<file path="src/rtl/multi_port_reg_file.sv">
// Multi-port register file: NUM_WR write ports, NUM_RD combinational read ports, hardwired-zero r0,
// and a per-register busy scoreboard. Optional write-to-read forwarding under `REGFILE_BYPASS_EN`.
module multi_port_reg_file #(
    parameter int DATA_W = 32,
    parameter int ADDR_W = 5,
    parameter int NUM_RD = 2,
    parameter int NUM_WR = 2
) (
    input  logic                     clk,
    input  logic                     reset,
    input  logic [NUM_WR-1:0]        regWriteEn,
    input  logic [NUM_WR*ADDR_W-1:0] regWriteAddr,
    input  logic [NUM_WR*DATA_W-1:0] regWriteData,
    input  logic [NUM_RD*ADDR_W-1:0] rdAddr,
    output logic [NUM_RD*DATA_W-1:0] rdData,
    output logic [NUM_RD-1:0]        rdBusy,
    input  logic                     busySetEn,
    input  logic [ADDR_W-1:0]        busySetAddr,
    output logic                     busyAny
);

    localparam int DEPTH = 2 ** ADDR_W;

    logic [DATA_W-1:0] regs_q [DEPTH];
    logic [DATA_W-1:0] regs_d [DEPTH];
    logic [DEPTH-1:0]  busy_q;
    logic [DEPTH-1:0]  busy_d;

    // Ascending port order lets the highest-index port overwrite lower ones;
    // the busy set is applied after all clears so a new producer wins.
    always_comb begin : write_next
        logic [ADDR_W-1:0] wa;
        regs_d = regs_q;
        busy_d = busy_q;
        wa     = '0;
        for (int unsigned k = 0; k < NUM_WR; k++) begin
            wa = regWriteAddr[k*ADDR_W +: ADDR_W];
            if (regWriteEn[k] && wa != '0) begin
                regs_d[wa] = regWriteData[k*DATA_W +: DATA_W];
                busy_d[wa] = 1'b0;
            end
        end
        if (busySetEn && busySetAddr != '0) begin
            busy_d[busySetAddr] = 1'b1;
        end
        regs_d[0] = '0;
        busy_d[0] = 1'b0;
    end

    always_ff @(posedge clk) begin
        if (reset) begin
            regs_q <= '{default: '0};
            busy_q <= '0;
        end else begin
            regs_q <= regs_d;
            busy_q <= busy_d;
        end
    end

    always_comb begin : read_mux
        logic [ADDR_W-1:0] ra;
        ra     = '0;
        rdData = '0;
        rdBusy = '0;
        for (int unsigned p = 0; p < NUM_RD; p++) begin
            ra = rdAddr[p*ADDR_W +: ADDR_W];
            rdData[p*DATA_W +: DATA_W] = regs_q[ra];
            rdBusy[p]                  = busy_q[ra];
`ifdef REGFILE_BYPASS_EN
            for (int unsigned k = 0; k < NUM_WR; k++) begin
                if (regWriteEn[k] && ra != '0 && regWriteAddr[k*ADDR_W +: ADDR_W] == ra) begin
                    rdData[p*DATA_W +: DATA_W] = regWriteData[k*DATA_W +: DATA_W];
                    rdBusy[p]                  = busySetEn && (busySetAddr == ra);
                end
            end
`endif
        end
    end

    assign busyAny = |busy_q;

endmodule

</file>
<file path="config.mk">
export PLATFORM = sky130hd
export DESIGN_NAME = multi_port_reg_file
export DESIGN_NICKNAME = d
export VERILOG_FILES = /design/src/rtl/multi_port_reg_file.sv
export SDC_FILE = /design/constraint.sdc
export NUM_CORES = 2
export LEC_CHECK = 0
export ABC_AREA = 0
export BUFFER_PORTS_ARGS = -buffer_cell sky130_fd_sc_hd__buf_2
export CORE_MARGIN = 5
export CORE_UTILIZATION = 25
export DETAILED_ROUTE_END_ITERATION = 10
export PLACE_DENSITY_LB_ADDON = 0.05
export SKIP_LAST_GASP = 1
export SYNTH_ARGS = -nofsm -noshare
export SYNTH_HDL_FRONTEND = slang
export SYNTH_SLANG_ARGS = --single-unit
</file>
<file path="constraint.sdc">
create_clock -name clk -period 3.9 [get_ports clk]
set_input_delay 0.975 -clock clk [delete_from_list [all_inputs] [get_ports clk]]
set_output_delay 0.975 -clock clk [all_outputs]
set_load 0.01 [all_outputs]
</file>
Yosys cells after proc, flatten, opt, wreduce, memory -nomap -nowiden
Index checks and enable logic that the tools add are counted.

operators by class
  magnitude comparators = 14
  multiplexer cells = 27
  bitwise operators = 9
  reduce and logical (&&, ||, !) cells = 12

operator list
  kind                                                               count
  bitwise mux 1024 bit                                               2
  two-way mux 1024 bit                                               1
  two-way mux 992 bit                                                1
  binary-select mux 32 bit (select 5 bit)                            2
  demux 32 bit (select 5 bit)                                        2
  two-way mux 32 bit                                                 9
  AND 32 bit                                                         2
  inverter 32 bit                                                    2
  OR 32 bit                                                          1
  OR reduction 32 bit                                                1
  less-than comparator 5 x 6 -> 1 bit, second input constant         5
  greater-or-equal comparator 6 bit, second input constant           4
  inverter 5 -> 6 bit                                                4
  demux 1 bit (select 5 bit)                                         3
  greater-or-equal comparator 5 x 1 -> 1 bit, second input constant  3
  nonzero test 5 bit                                                 3
  less-than comparator 6 x 1 -> 1 bit, second input constant         2
  binary-select mux 1 bit (select 5 bit)                             2
  logical AND 1 bit                                                  8
  two-way mux 1 bit                                                  5

word-level totals
  bits in registers = 1056
  input port bits = 94
  output and inout port bits = 67
  word-level logic and storage cells = 96

Longest topological paths before layout
  word-level depth = 11
  depth in mapped cells = 8

Worst setup path before layout
No wires, ideal clock.

  kind = input-to-output
  from = input port rdAddr[5]
  to = output port rdData[44]
  arrival time = 2491 ps
  required time = 2925 ps
  setup slack = 434 ps
  stages on the path = 7
  buffers on the path = 3
  path through = buf_4 buf_6 buf_2 mux4_2 a22o_1 o21ai_1 o31ai_1

on the way
  cells in the longest elaborated chain, start to end = 4

ends and longest elaborated chain
  what                                                   line  source
  start: declaration                                     14    input logic [NUM_RD*ADDR_W-1:0] rdAddr,
  inverter 5 -> 6 bit (implied by the code)              67    rdData[p*DATA_W +: DATA_W] = regs_q[ra];
  binary-select mux 32 bit (select 5 bit)                67
  two-way mux 32 bit (implied by the code) (2 in a row)  67
  end: declaration                                       15    output logic [NUM_RD*DATA_W-1:0] rdData,

No other way between the ends. The select of a mux whose other input is x is not followed.

Worst setup path in the final report
  from = input port rdAddr[5]
  to = output port rdData[62]

The elaborated chain is that of the path after synthesis.

==> reports/results.ini <==
[synthesis]
postSynthCellCount = 7017
synth_seq_area_share_pct = 32.8
mappedNetlistArea_sq_um = 62400
synth.distinct_cells = 43
ys_seq_elements = 1023
synth.avg_cell_area_sq_um = 8.90
synth_top_flop_cell = sky130_fd_sc_hd__dfxtp_1
synth.yosys.warnings = 0
ys_async_sr_fraction_pct = 0
postSynthNetCount = 7111
number_of_flops_mapped_to_enable_cells_by_yosys = 0

[grt]
gr-usage-all-layers_pct = 29.6
grt_first_pass_wirelength_um = 538000
initial_antenna_violation_count = 45
grt_remaining_overflow = 0
vias_in_the_first_global_route = 59000
grt_max_degree = 125

[run_status]
failing_checks = negative setup slack
run_status = complete, but fails checks

[power]
ir_worst_vdd_mv = 0.354
p_int_uw = 19800
switching_power_share_of_the_total_pct = 30.0
p_sw_uw = 8490
static-leakage-power_uw = 0.0287
pwr-share-comb_pct = 14.4
totalPowerFinal_uw = 28300
power_per_cell_area_nw_per_um2 = 365
power.share.clock_pct = 47.3
pwr-share-seq_pct = 38.3

[placement]
dp_hpwl_um = 245000
port-buffer-count = 160
detailed_place.area_sq_um = 70200
dpl_worst_slack_ps = -581
final_replace_weighted_congestion = 0.839

[cells_and_area]
net_count_of_the_finished_layout = 7066
final_area_sq_um = 77600
num-fill-cells = 25500
area_used_by_multi_input_combinational_logic_sq_um = 39400
regArea_sq_um = 20500
drive_above_1_share_pct = 23.8
area_growth_pct = 24.2

[critical_path]
worst-setup-path-type = in -> out
critical_path_arrival_ps = 2980
critical_path_peak_fanout = 6
regToRegStartpoint = regs_q[558]
timing.critical_path.from_type = input pin
crit_required_ps = 2920
worst_setup_path_end_kind = output port
cp_launch_point = rdAddr[5]

[cts]
cts-hold-fix-buffers = 0
cts-buffers-inserted = 141
clk_root_buffer_cell = sky130_fd_sc_hd__clkbuf_16
cts-htree-levels = 4
cts.sink_count = 1023
tritoncts = yes
max-clock-path-buffers = 3
path_clk_slew_ps = 60
insertion_delay_ps = 820

[drt]
detail_route.vias_per_cell = 6.01
dr_iter_0_viols = 6839
routed-via-count = 62600
drtPass1Iterations = 5
post-route-drc-count = 0
dr_wl_cell_um = 38.6
ant_nets = 0
finalWirelength_um = 402000

[timing]
finalClockSkew_ps = 0
timing.final.hold_violations = 0
tightestPinTransition_ps = 1110
fin_crit_sh_pct = 101
worst_slew_margin_rel_pct = 26.1
setup_viol = 14
grt_setup_unrepaired = true
finalWorstSetupSlack_ps = -55.2
fmax_mhz = 253
hold-worst-slack_ps = 495
finalSetupTns_ps = -310
period_needed_ps = 3960
slew_violations = 0

[floorplanning]
die-width_um = 510
floorplan.die_area_sq_um = 260000
initial_utilization_pct = 25.1
placement_rows = 183
placeableCoreArea_sq_um = 249000
num_ports = 161
die_extent_in_y_um = 510

[flow_run]
drv_cap = 0

[min_path]
worstHoldStart = regs_q[618]
min_path_type = reg -> reg

==> cells in the mapped netlist (2+ instances only) <==
cell type                  count  area, sq um
sky130_fd_sc_hd__nor2_1     1034         3880
sky130_fd_sc_hd__dfxtp_1    1023        20500
sky130_fd_sc_hd__nand2_1     729         2740
sky130_fd_sc_hd__clkbuf_1    688         2580
sky130_fd_sc_hd__a311oi_1    641         5610
sky130_fd_sc_hd__mux2i_1     551         5520
sky130_fd_sc_hd__nand3_1     457         2290
sky130_fd_sc_hd__a211oi_1    417         3130
sky130_fd_sc_hd__mux4_2      396         8920
sky130_fd_sc_hd__a22o_1      197         1730
sky130_fd_sc_hd__buf_2       169          846
sky130_fd_sc_hd__o21ai_0     160          801
sky130_fd_sc_hd__and2_1       69          432
sky130_fd_sc_hd__o21ai_1      66          330
sky130_fd_sc_hd__o22ai_1      66          413
sky130_fd_sc_hd__o31ai_1      66          495
sky130_fd_sc_hd__mux2_2       65          732
sky130_fd_sc_hd__buf_4        61          458
sky130_fd_sc_hd__buf_1        49          184
sky130_fd_sc_hd__a32oi_1      24          210
sky130_fd_sc_hd__buf_6        12          135
sky130_fd_sc_hd__nand3b_1     10         75.1
sky130_fd_sc_hd__nor2b_1      10         62.6
sky130_fd_sc_hd__and3b_1       8         70.1
sky130_fd_sc_hd__nor4_1        8         50.1
sky130_fd_sc_hd__a21oi_1       7         35.0
sky130_fd_sc_hd__nand2b_1      6         37.5
sky130_fd_sc_hd__nor3b_1       6         45.0
sky130_fd_sc_hd__and3_1        4         25.0
sky130_fd_sc_hd__inv_1         2         7.51
sky130_fd_sc_hd__nand3_2       2         20.0
sky130_fd_sc_hd__nor3_1        2         10.0
sky130_fd_sc_hd__or3_1         2         12.5
==> power by group through the flow <==
| stage | clock network [uW] | registers, uW | logic, uW |
|---|---|---|---|
| after floorplan | 0 | 11000 | 1820 |
| after global placement | 0 | 11000 | 3690 |
| after detailed placement | 0 | 11100 | 3700 |
| after CTS | 13600 | 10800 | 3940 |
| after global routing | 14000 | 10800 | 4190 |
| final | 13400 | 10800 | 4090 |
==> final cells by class <==
type	instances	share of cell area, %
diodes	17	0.0548
clock buffers	216	5.39
clock inverters	30	0.440
inverters	2	0.00968
multi-input cells	5013	50.8
flip-flops and latches	1023	26.4
well taps	3330	5.37
repair buffers	791	11.6
==> sequential cells by signal, summed over array words and instances (netlist names) <==
register / count
busy_q: 31
regs_q: 992
==> worst max-delay path: stages <==
cell and delay [ps]:
sky130_fd_sc_hd__buf_16 150, sky130_fd_sc_hd__buf_16 200, sky130_fd_sc_hd__buf_12 150, sky130_fd_sc_hd__mux4_2 490
sky130_fd_sc_hd__a22o_1 250, sky130_fd_sc_hd__o21ai_2 230, sky130_fd_sc_hd__buf_6 160, sky130_fd_sc_hd__o31ai_4 120
sky130_fd_sc_hd__buf_2 210
==> repair_timing <==
item / 4_1_cts / 5_1_grt
gates cloned: 14 / 15
resized for setup: 214 / 95
pin swaps: 51 / 52
hold endpoints to repair: 0 / 0
endpoints found under the setup margin: 65 / 53
setup buffers: 45 / 42
==> placed cells by master (no fill, tap or decap), types with 11 or more instances in the layout <==
cell	synthesis	routed
sky130_fd_sc_hd__buf_8	0	11
sky130_fd_sc_hd__nand3_1	457	452
sky130_fd_sc_hd__nor2_1	1034	1026
sky130_fd_sc_hd__a211oi_1	417	390
sky130_fd_sc_hd__clkbuf_8	0	29
sky130_fd_sc_hd__dfxtp_1	1023	1023
sky130_fd_sc_hd__o21ai_0	160	160
sky130_fd_sc_hd__a211oi_2	0	27
sky130_fd_sc_hd__o31ai_1	66	22
sky130_fd_sc_hd__clkinv_2	0	17
sky130_fd_sc_hd__o31ai_4	0	31
sky130_fd_sc_hd__o22ai_1	66	63
sky130_fd_sc_hd__clkbuf_1	688	42
sky130_fd_sc_hd__mux2i_1	551	540
sky130_fd_sc_hd__a32oi_1	24	24
sky130_fd_sc_hd__clkbuf_16	0	159
sky130_fd_sc_hd__o21ai_4	0	11
sky130_fd_sc_hd__mux2_2	65	65
sky130_fd_sc_hd__buf_16	0	29
sky130_fd_sc_hd__a22o_1	197	196
sky130_fd_sc_hd__mux4_2	396	396
sky130_fd_sc_hd__o21ai_1	66	23
sky130_fd_sc_hd__o31ai_2	0	13
sky130_fd_sc_hd__a311oi_1	641	641
sky130_fd_sc_hd__o21ai_2	0	32
sky130_fd_sc_hd__nand2_4	1	46
sky130_fd_sc_hd__and2_1	69	57
sky130_fd_sc_hd__buf_2	169	139
sky130_fd_sc_hd__diode_2	0	17
sky130_fd_sc_hd__buf_6	12	43
sky130_fd_sc_hd__and2_4	0	13
sky130_fd_sc_hd__nand2_1	729	679
sky130_fd_sc_hd__buf_12	0	186
sky130_fd_sc_hd__buf_4	61	369
==> per-stage QoR <==
stage	std cells	utilization, %
after floorplan	7017	-
after global placement	10100	28.2
after detailed placement	10100	28.2
after CTS	10400	30.8
after global routing	10400	31.2
final	10400	31.2
==> path summary, 6_finish.rpt <==
check                     end  slack (ps)  cells after the start
setup reg to reg  regs_q[558]        2960                      2
hold / removal    regs_q[618]         500                      2
hold reg to reg   regs_q[618]         500                      2
setup / recovery   rdData[62]         -60                      9
==> layer usage <==
layer | track usage, % | vias to the layer above | part of all wire (%)
met3 | 4.84 | 602 | 6.6
met4 | 11.2 | 8 | 4.0
met5 | 0 | - | 0.014
li1 | - | 26400 | -
met1 | 40.2 | 32700 | 44
met2 | 47.2 | 2842 | 46
==> logic make-up after synthesis <==
kind of cell           Yosys count  synth area share, %
AOI/OAI and AO/OA             1644                 20.4
DFF                           1023                 32.8
muxes                         1012                 24.3
buffers and inverters          981                 6.75
and+or+nand+nor               2357                 15.7
Power figures use the tool's default switching activity.
